--- config.mk ---
export PLATFORM = sky130hd
export DESIGN_NAME = tdm_demux
export DESIGN_NICKNAME = d
export VERILOG_FILES = /design/src/rtl/tdm_pkg.sv /design/src/rtl/demux_shift.sv /design/src/rtl/tdm_demux.sv
export SDC_FILE = /design/constraint.sdc
export NUM_CORES = 1
export LEC_CHECK = 0
export ABC_AREA = 1
export CAP_MARGIN = 20
export CORE_MARGIN = 2
export CORE_UTILIZATION = 55
export DETAILED_ROUTE_END_ITERATION = 16
export HOLD_SLACK_MARGIN = 0.08
export PLACE_DENSITY_LB_ADDON = 0.08
export SLEW_MARGIN = 20
export SYNTH_ARGS = -nofsm -noshare
export SYNTH_HDL_FRONTEND = slang
export SYNTH_SLANG_ARGS = --single-unit
--- constraint.sdc ---
create_clock -name clk -period 1.9 [get_ports clk]
set_input_delay 0.475 -clock clk [delete_from_list [all_inputs] [get_ports clk]]
set_output_delay 0.475 -clock clk [all_outputs]
set_load 0.005 [all_outputs]
--- src/rtl/tdm_pkg.sv ---
// Shared definitions for the two-channel TDM demultiplexer: FSM state
// encoding, default word width and slot-counter sizing.
package tdm_pkg;

    localparam int W_DEFAULT = 4;

    typedef enum logic {
        IDLE = 1'b0,
        RECV = 1'b1
    } state_t;

    // A frame has 2*w slots; the counter must index slots 0 .. 2*w-1.
    function automatic int slot_width(input int w);
        return (w < 1) ? 1 : $clog2(2 * w);
    endfunction

endpackage

--- src/rtl/demux_shift.sv ---
// W-bit LSB-first shift register for one channel. "word" is the value the
// register takes at the next edge, so the owner can capture a word whose
// final bit arrives in the same cycle.
module demux_shift
    import tdm_pkg::*;
#(
    parameter int W = W_DEFAULT
) (
    input  logic         clk,
    input  logic         rst,
    input  logic         clr,
    input  logic         en,
    input  logic         d,
    output logic [W-1:0] word
);

    logic [W-1:0] q;
    logic [W-1:0] base;

    // The clear takes effect before the shift, so a frame-start bit lands
    // in a freshly emptied register.
    always_comb begin
        base = clr ? '0 : q;
        word = base;
        if (en) begin
            word = (base >> 1) | (W'(d) << (W - 1));
        end
    end

    always_ff @(posedge clk) begin
        if (rst) begin
            q <= '0;
        end else begin
            q <= word;
        end
    end

endmodule

--- src/rtl/tdm_demux.sv ---
// Two-channel bit-interleaved TDM demultiplexer: even slots feed ch0, odd
// slots feed ch1, LSB first; a sync arriving mid-frame restarts the frame.
module tdm_demux
    import tdm_pkg::*;
#(
    parameter int W = W_DEFAULT
) (
    input  logic         clk,
    input  logic         rst,
    input  logic         din,
    input  logic         sync,
    output logic [W-1:0] ch0,
    output logic [W-1:0] ch1,
    output logic         valid,
    output logic         frame_err
);

    localparam int CW = slot_width(W);
    localparam logic [CW-1:0] LAST = CW'(2 * W - 1);

    state_t        state;
    state_t        state_n;
    logic [CW-1:0] cnt;
    logic [CW-1:0] cnt_n;
    logic          capture;
    logic          slot_odd;
    logic          clr_frame;
    logic          load;
    logic          err_d;
    logic          en0;
    logic          en1;
    logic [W-1:0]  word0;
    logic [W-1:0]  word1;

    always_comb begin
        state_n   = state;
        cnt_n     = cnt;
        capture   = 1'b0;
        slot_odd  = 1'b0;
        clr_frame = 1'b0;
        load      = 1'b0;
        err_d     = 1'b0;
        case (state)
            IDLE: begin
                if (sync) begin
                    capture   = 1'b1;
                    clr_frame = 1'b1;
                    cnt_n     = CW'(1);
                    state_n   = RECV;
                end
            end
            RECV: begin
                capture = 1'b1;
                if (sync) begin
                    // Restart: this cycle becomes slot 0 of a new frame.
                    clr_frame = 1'b1;
                    err_d     = 1'b1;
                    cnt_n     = CW'(1);
                end else begin
                    slot_odd = cnt[0];
                    if (cnt == LAST) begin
                        load    = 1'b1;
                        cnt_n   = '0;
                        state_n = IDLE;
                    end else begin
                        cnt_n = cnt + CW'(1);
                    end
                end
            end
            default: begin
                state_n = IDLE;
                cnt_n   = '0;
            end
        endcase
    end

    assign en0 = capture & ~slot_odd;
    assign en1 = capture & slot_odd;

    demux_shift #(.W(W)) u_shift0 (
        .clk  (clk),
        .rst  (rst),
        .clr  (clr_frame),
        .en   (en0),
        .d    (din),
        .word (word0)
    );

    demux_shift #(.W(W)) u_shift1 (
        .clk  (clk),
        .rst  (rst),
        .clr  (clr_frame),
        .en   (en1),
        .d    (din),
        .word (word1)
    );

    // Outputs change only on a completed frame, so no partial word is seen.
    always_ff @(posedge clk) begin
        if (rst) begin
            state     <= IDLE;
            cnt       <= '0;
            ch0       <= '0;
            ch1       <= '0;
            valid     <= 1'b0;
            frame_err <= 1'b0;
        end else begin
            state     <= state_n;
            cnt       <= cnt_n;
            valid     <= load;
            frame_err <= err_d;
            if (load) begin
                ch0 <= word0;
                ch1 <= word1;
            end
        end
    end

    a_no_coincide: assert property (@(posedge clk) disable iff (rst)
        !(valid && frame_err));

    a_cnt_range: assert property (@(posedge clk) disable iff (rst)
        cnt <= LAST);

endmodule

==> results of run 1 <==
## state kept, by name, indices dropped and copies added, names as in the netlist
register,cells
state,1
frame_err,1
ch0,4
ch1,4
u_shift0.q,4
cnt,3
u_shift1.q,4
valid,1
## power groups by stage
stage	clock network, mW	logic (mW)	registers, mW
floorplan	0	0.0486	0.486
global placement	0	0.0592	0.491
detailed placement	0	0.0604	0.492
CTS	0.215	0.0605	0.481
global route	0.238	0.0657	0.484
finish	0.211	0.0605	0.482
## layer usage
layer | global-route usage, % | vias up | wire length, um
li1 | - | 426 | -
met1 | 27.6 | 374 | 888
met2 | 28.1 | 24 | 778
met3 | 4.71 | 5 | 83
met4 | 10.3 | 0 | 40
met5 | 0 | - | 0
## kinds of logic (layout without fill, tap and decap cells)
| group | Yosys count | count (layout) | synth area share [%] |
|---|---|---|---|
| AND/OR/NAND/NOR | 55 | 55 | 25.3 |
| adder cells (fa/ha/maj) | 2 | 2 | 2.56 |
| buffers and inverters | 31 | 44 | 15.5 |
| flip-flops | 22 | 22 | 45.1 |
| AO/OA/AOI/OAI | 19 | 19 | 11.5 |
## layout make-up
cell class              count  area, um2  share of cell area [%]
multi-input cells          76        384                    33.8
inverters                  25        101                    8.93
clock buffers               3       22.5                    1.98
flip-flops and latches     22        440                    38.8
well taps                  17       21.3                    1.87
repair buffers             16        165                    14.6
## final timing paths
| path | start | to | slack (ns) | cells past startpoint |
|---|---|---|---|---|
| max | ch0[2] | ch0[2] | 0.24 | 1 |
| min | cnt[1] | cnt[1] | 0.48 | 2 |
| max reg2reg | cnt[0] | ch0[0] | 0.39 | 7 |
| min reg2reg | cnt[1] | cnt[1] | 0.48 | 2 |
## through the flow
stage                     total power, mW  cell area (um2)
after floorplan                     0.534              976
after global placement              0.551             1110
after detailed placement            0.552             1110
after CTS                           0.757             1130
after global routing                0.788             1130
final                               0.753             1130
## cells in the final DEF, fill, tap and decap left out
cell type        Yosys  routed
o21ai_0              1       1
nand4_1              4       4
clkdlybuf4s50_1      0      13
inv_1               23      23
inv_2                1       1
a21oi_1             13      13
ha_1                 2       2
buf_4                1       2
nand2_4              1       1
nor2_1              10      10
nand3_1             11      11
dfxtp_1             22      22
a21oi_2              4       4
buf_12               0       1
a211oi_1             1       1
nand3_2              1       1
nand2_1             27      27
clkbuf_4             0       3
inv_8                1       1
nand2_2              1       1
==> results.tsv, run 1 <==
stage	metric	value	unit
route	wl_per_cell	11.3	um
worst_setup_path	worstPathArrival	1.18	ns
yosys	synth_seq_cells	22	
floorplan	die_area	2130	um2
floorplan	start_util	57.8	%
yosys	synth_commonest_cells	nand2_1 (27), inv_1 (23), dfxtp_1 (22), a21oi_1 (13), nand3_1 (11)	
worst_setup_path	cp.required	1.42	ns
route	vias	829	
global_routing	antenna_found_initial	0	
power	power_per_cell_area	663	nW/um2
worst_setup_path	critical_path_buf_inv_count	1	
power	power_frac_comb	8.0	%
power	net-switching-power	0.184	mW
clock_network	cts_max_path_buffers	2	
power	p_int	0.568	mW
worst_setup_path	crit_type	flip-flop to primary output	
floorplan	die_x	46.1	um
clock_network	root_buffer	clkbuf_4	
finish	area_growth	16.3	%
timing	min_period	1.66	ns
clock_network	cts_inserted_buffers	3	
power	seq_power_share	64.0	%
route	wirelength	1790	um
timing	fin_skew	0.00319	ns
route	antenna_left	0	
placement	dp.cells	156	
finish	fin_util	67.2	%
placement	pre_cts_slack	0.127	ns
clock_network	cts_sinks	22	
yosys	synth_top_cell_by_area	dfxtp_1	
global_routing	grt_util_all_layers	19.8	%
clock_network	clk_pin_slew	0.11	ns
route	drcViolationCount	0	
worst_setup_path	crit_family	buffers and inverters	
yosys	seq_area_frac_synth	45.1	%
run	maxCapViolations	0	
clock_network	post_cts_buffers	0	
yosys	synth_area	976	um2
global_routing	grt-ovfl-total	0	
power	vdd_drop_max	0.000383	V
yosys	synth_cell_types	20	
global_routing	grt_pass1_wl	2970	um
placement	io_buffers	13	
worst_setup_path	path_max_fanout	2	
timing	tightestPinTransition	0.471	ns
finish	fin_nets	150	
timing	hold_viol	0	
worst_setup_path	path_cells	clkdlybuf4s50_1	
clock_network	cts-resized-gates	0	
route	drtIter0Drc	19	
finish	n_fill_cell	151	
power	pwr-share-clk	28.0	%
timing	setup_tns	0	ns
worst_setup_path	end_kind	primary output	
floorplan	coreArea	1690	um2
global_routing	grt_pass1_vias	689	
yosys	synth_cells	129	
route	via_per_inst	5.21	
yosys	synth_edf_count	0	
clock_network	htree_levels	1	
power	p_leak	0.498	nW
floorplan	fp.dieH	46.1	um
finish	antenna_cells	0	
finish	fin_cells	159	
yosys	yosys_most_used_dff	dfxtp_1	
yosys	synth_warnings	0	
yosys	post_synth.cell_area_avg	7.57	um2
clock_network	clk_latency	0.30	ns
placement	hpwl	1220	um
run_status	status	finished, final reports clean	
floorplan	fp-row-count	15	
floorplan	ios	14	
timing	rsz0062_at_grt	false	
finish	layout-drive-gt1-share	10.6	%
min_path	min_path_type	flip-flop to flip-flop	
route	first_pass_iters	4	
power	swShare	24.5	%
yosys	async_flop_share	0	%
timing	whs	0.482	ns
yosys	syn_nets	135	
clock_network	cts_hold_buf	0	
timing	final_max_slew_viol_count	0	
timing	fmax	604	MHz
worst_setup_path	cp-start-kind	flip-flop	
worst_setup_path	crit_path_top_delay_cell	clkdlybuf4s50_1	
yosys	synth_area_leaders	dfxtp_1 (45%), nand2_1 (10%), inv_1 (8.8%)	
timing	fin_ws	0.244	ns
timing	fin_crit_sh	87.2	%
global_routing	grt_max_degree	22	
timing	setup_viol	0	
placement	gp_congestion	0.819	
yosys	yosysTopAreaCellShare	45.1	%
clock_network	cts_tree	built	
yosys	synth_most_common_cell	nand2_1	
worst_setup_path	critPathMaxStageDelay	0.51	ns
timing	slew-limit-headroom	68.5	%
Note: power is estimated with default switching activity, not from simulation.
==> inputs of run 2 (changes only) <==
--- a/config.mk
+++ b/config.mk
@@ -8,8 +8,10 @@
 export ABC_AREA = 1
 export CAP_MARGIN = 20
 export CORE_MARGIN = 2
-export CORE_UTILIZATION = 55
+export CORE_UTILIZATION = 64
+export CTS_CLUSTER_DIAMETER = 120
 export DETAILED_ROUTE_END_ITERATION = 16
+export DONT_BUFFER_PORTS = 1
 export HOLD_SLACK_MARGIN = 0.08
 export PLACE_DENSITY_LB_ADDON = 0.08
 export SLEW_MARGIN = 20
==> run 2 against run 1 <==
Final area fell by 14%. Power down 4.5%. Core utilization is 0.86 points lower. Via count decreased by 9.0%. Die area down 13%. Worst setup slack better by 0.15 ns. Largest cell class unchanged.
==> results.tsv, run 2 (synthesis results as in run 1) <==
stage	metric	value	unit
run_status	status	finished, final reports clean	
finish	antenna_cells	0	
clock_network	root_buffer	clkbuf_4	
worst_setup_path	timing.rr.start	cnt[0]	
global_routing	use_met3	4.26	%
route	via_per_inst	5.27	
clock_network	cts_tree	built	
floorplan	die_area	1850	um2
global_routing	use_met1	25.5	%
worst_setup_path	path_cells	ha_1, ha_1, nand3_2, inv_1, nand3_1, nand2_1, inv_1	
placement	hpwl	1140	um
run	maxCapViolations	0	
timing	rsz0062_at_grt	false	
timing	fin_ws	0.398	ns
power	vdd_drop_max	0.000552	V
floorplan	coreArea	1470	um2
finish	fin_util	66.3	%
worst_setup_path	crit_path_top_delay_cell	dfxtp_1	
clock_network	cts_max_path_buffers	2	
worst_setup_path	r2r_cells	7	
min_path	whs_path_depth	1	
worst_setup_path	cp-start-kind	flip-flop	
timing	min_period	1.50	ns
placement	gp_congestion	0.745	
finish	layout.cells.most_common	nand2_1	
min_path	min_path_type	input pin to flip-flop	
clock_network	cts_hold_buf	0	
clock_network	cts_sinks	22	
power	p_total	0.719	mW
global_routing	grt_pass1_vias	677	
route	wl_per_cell	11.6	um
clock_network	htree_levels	1	
timing	tightestPinTransition	0.434	ns
route	vias	754	
global_routing	grt_pass1_wl	2700	um
worst_setup_path	worstPathArrival	1.72	ns
global_routing	busiest_layer	met2	
clock_network	clk_latency	0.30	ns
worst_setup_path	path_max_fanout	8	
route	drtIter0Drc	9	
global_routing	antenna_found_initial	0	
floorplan	die_x	43.1	um
timing	whs	0.230	ns
route	drcViolationCount	0	
route	wirelength	1660	um
worst_setup_path	cp.required	2.11	ns
finish	final_cell_mix	nand2_1 (27), inv_1 (23), dfxtp_1 (22)	
finish	layout-drive-gt1-share	10.2	%
clock_network	post_cts_buffers	0	
min_path	whs_endpoint	cnt[0]	
clock_network	cts_inserted_buffers	3	
timing	fin_skew	0.00107	ns
global_routing	grt_max_degree	22	
clock_network	cts-resized-gates	0	
timing	final_max_slew_viol_count	0	
global_routing	grt_use_met2	29.1	%
finish	area_growth	0	%
timing	setup_tns	0	ns
placement	io_buffers	0	
timing	fin_crit_sh	79.1	%
worst_setup_path	critPathMaxStageDelay	0.49	ns
global_routing	grt_util_all_layers	19.9	%
worst_setup_path	r2r_setup_slack	0.40	ns
worst_setup_path	reg2reg_to	ch1[3]	
timing	hold_viol	0	
floorplan	ios	14	
global_routing	grt-ovfl-total	0	
clock_network	clk_pin_slew	0.11	ns
route	first_pass_iters	4	
route	antenna_left	0	
timing	setup_viol	0	
floorplan	start_util	66.3	%
floorplan	fp-row-count	14	
worst_setup_path	end_kind	flip-flop	
min_path	hp-start	rst	
power	p_leak	0.438	nW
timing	fmax	666	MHz
finish	fin_nets	135	
floorplan	fp.dieH	43.1	um
power	power_per_cell_area	737	nW/um2
timing	slew-limit-headroom	71.0	%
worst_setup_path	crit_type	flip-flop to flip-flop	
placement	pre_cts_slack	0.397	ns
-- run 2: how the worst max path moves through the flow --
stage                start  slack, ns      to  cells after the start
floorplan           cnt[0]       0.64  ch0[3]                      7
global placement    cnt[0]       0.49  ch1[3]                      7
detailed placement  cnt[0]       0.40  ch1[1]                      7
CTS                 cnt[0]       0.38  ch1[1]                      7
global route        cnt[0]       0.26  ch1[1]                      7
finish              cnt[0]       0.40  ch1[3]                      7
-- run 2: where the power goes --
group	switching [mW]	internal (mW)	total, mW
Combinational	0.0225	0.0128	0.0353
Sequential	0.0112	0.470	0.481
Clock	0.128	0.0739	0.202
Total	0.162	0.557	0.719
-- run 2: layer usage --
metal	routed length [um]	vias to the layer above
met2	765	12
met3	56	2
met1	822	340
met4	19	0
met5	0	-
li1	-	400
-- run 2: critical path, delay by kind of cell, from the launching register on --
kind,cells,cell delay (ns)
fa+ha+maj,2,0.39
buf+inv,2,0.25
flops,1,0.49
simple gates,3,0.28
-- run 2: final cells by class --
class	count	area (um2)
Tap cell	16	20.0
Inverter	25	101
Fill cell	131	495
Clock buffer	3	22.5
Sequential cell	22	440
Timing Repair Buffer	1	7.51
Multi-Input combinational cell	76	384
-- run 2: stage by stage --
| stage | instances | area (um2) |
|---|---|---|
| after floorplan | 129 | 976 |
| after global placement | 140 | 953 |
| after detailed placement | 140 | 953 |
| after CTS | 143 | 976 |
| after global routing | 143 | 976 |
| final | 143 | 976 |
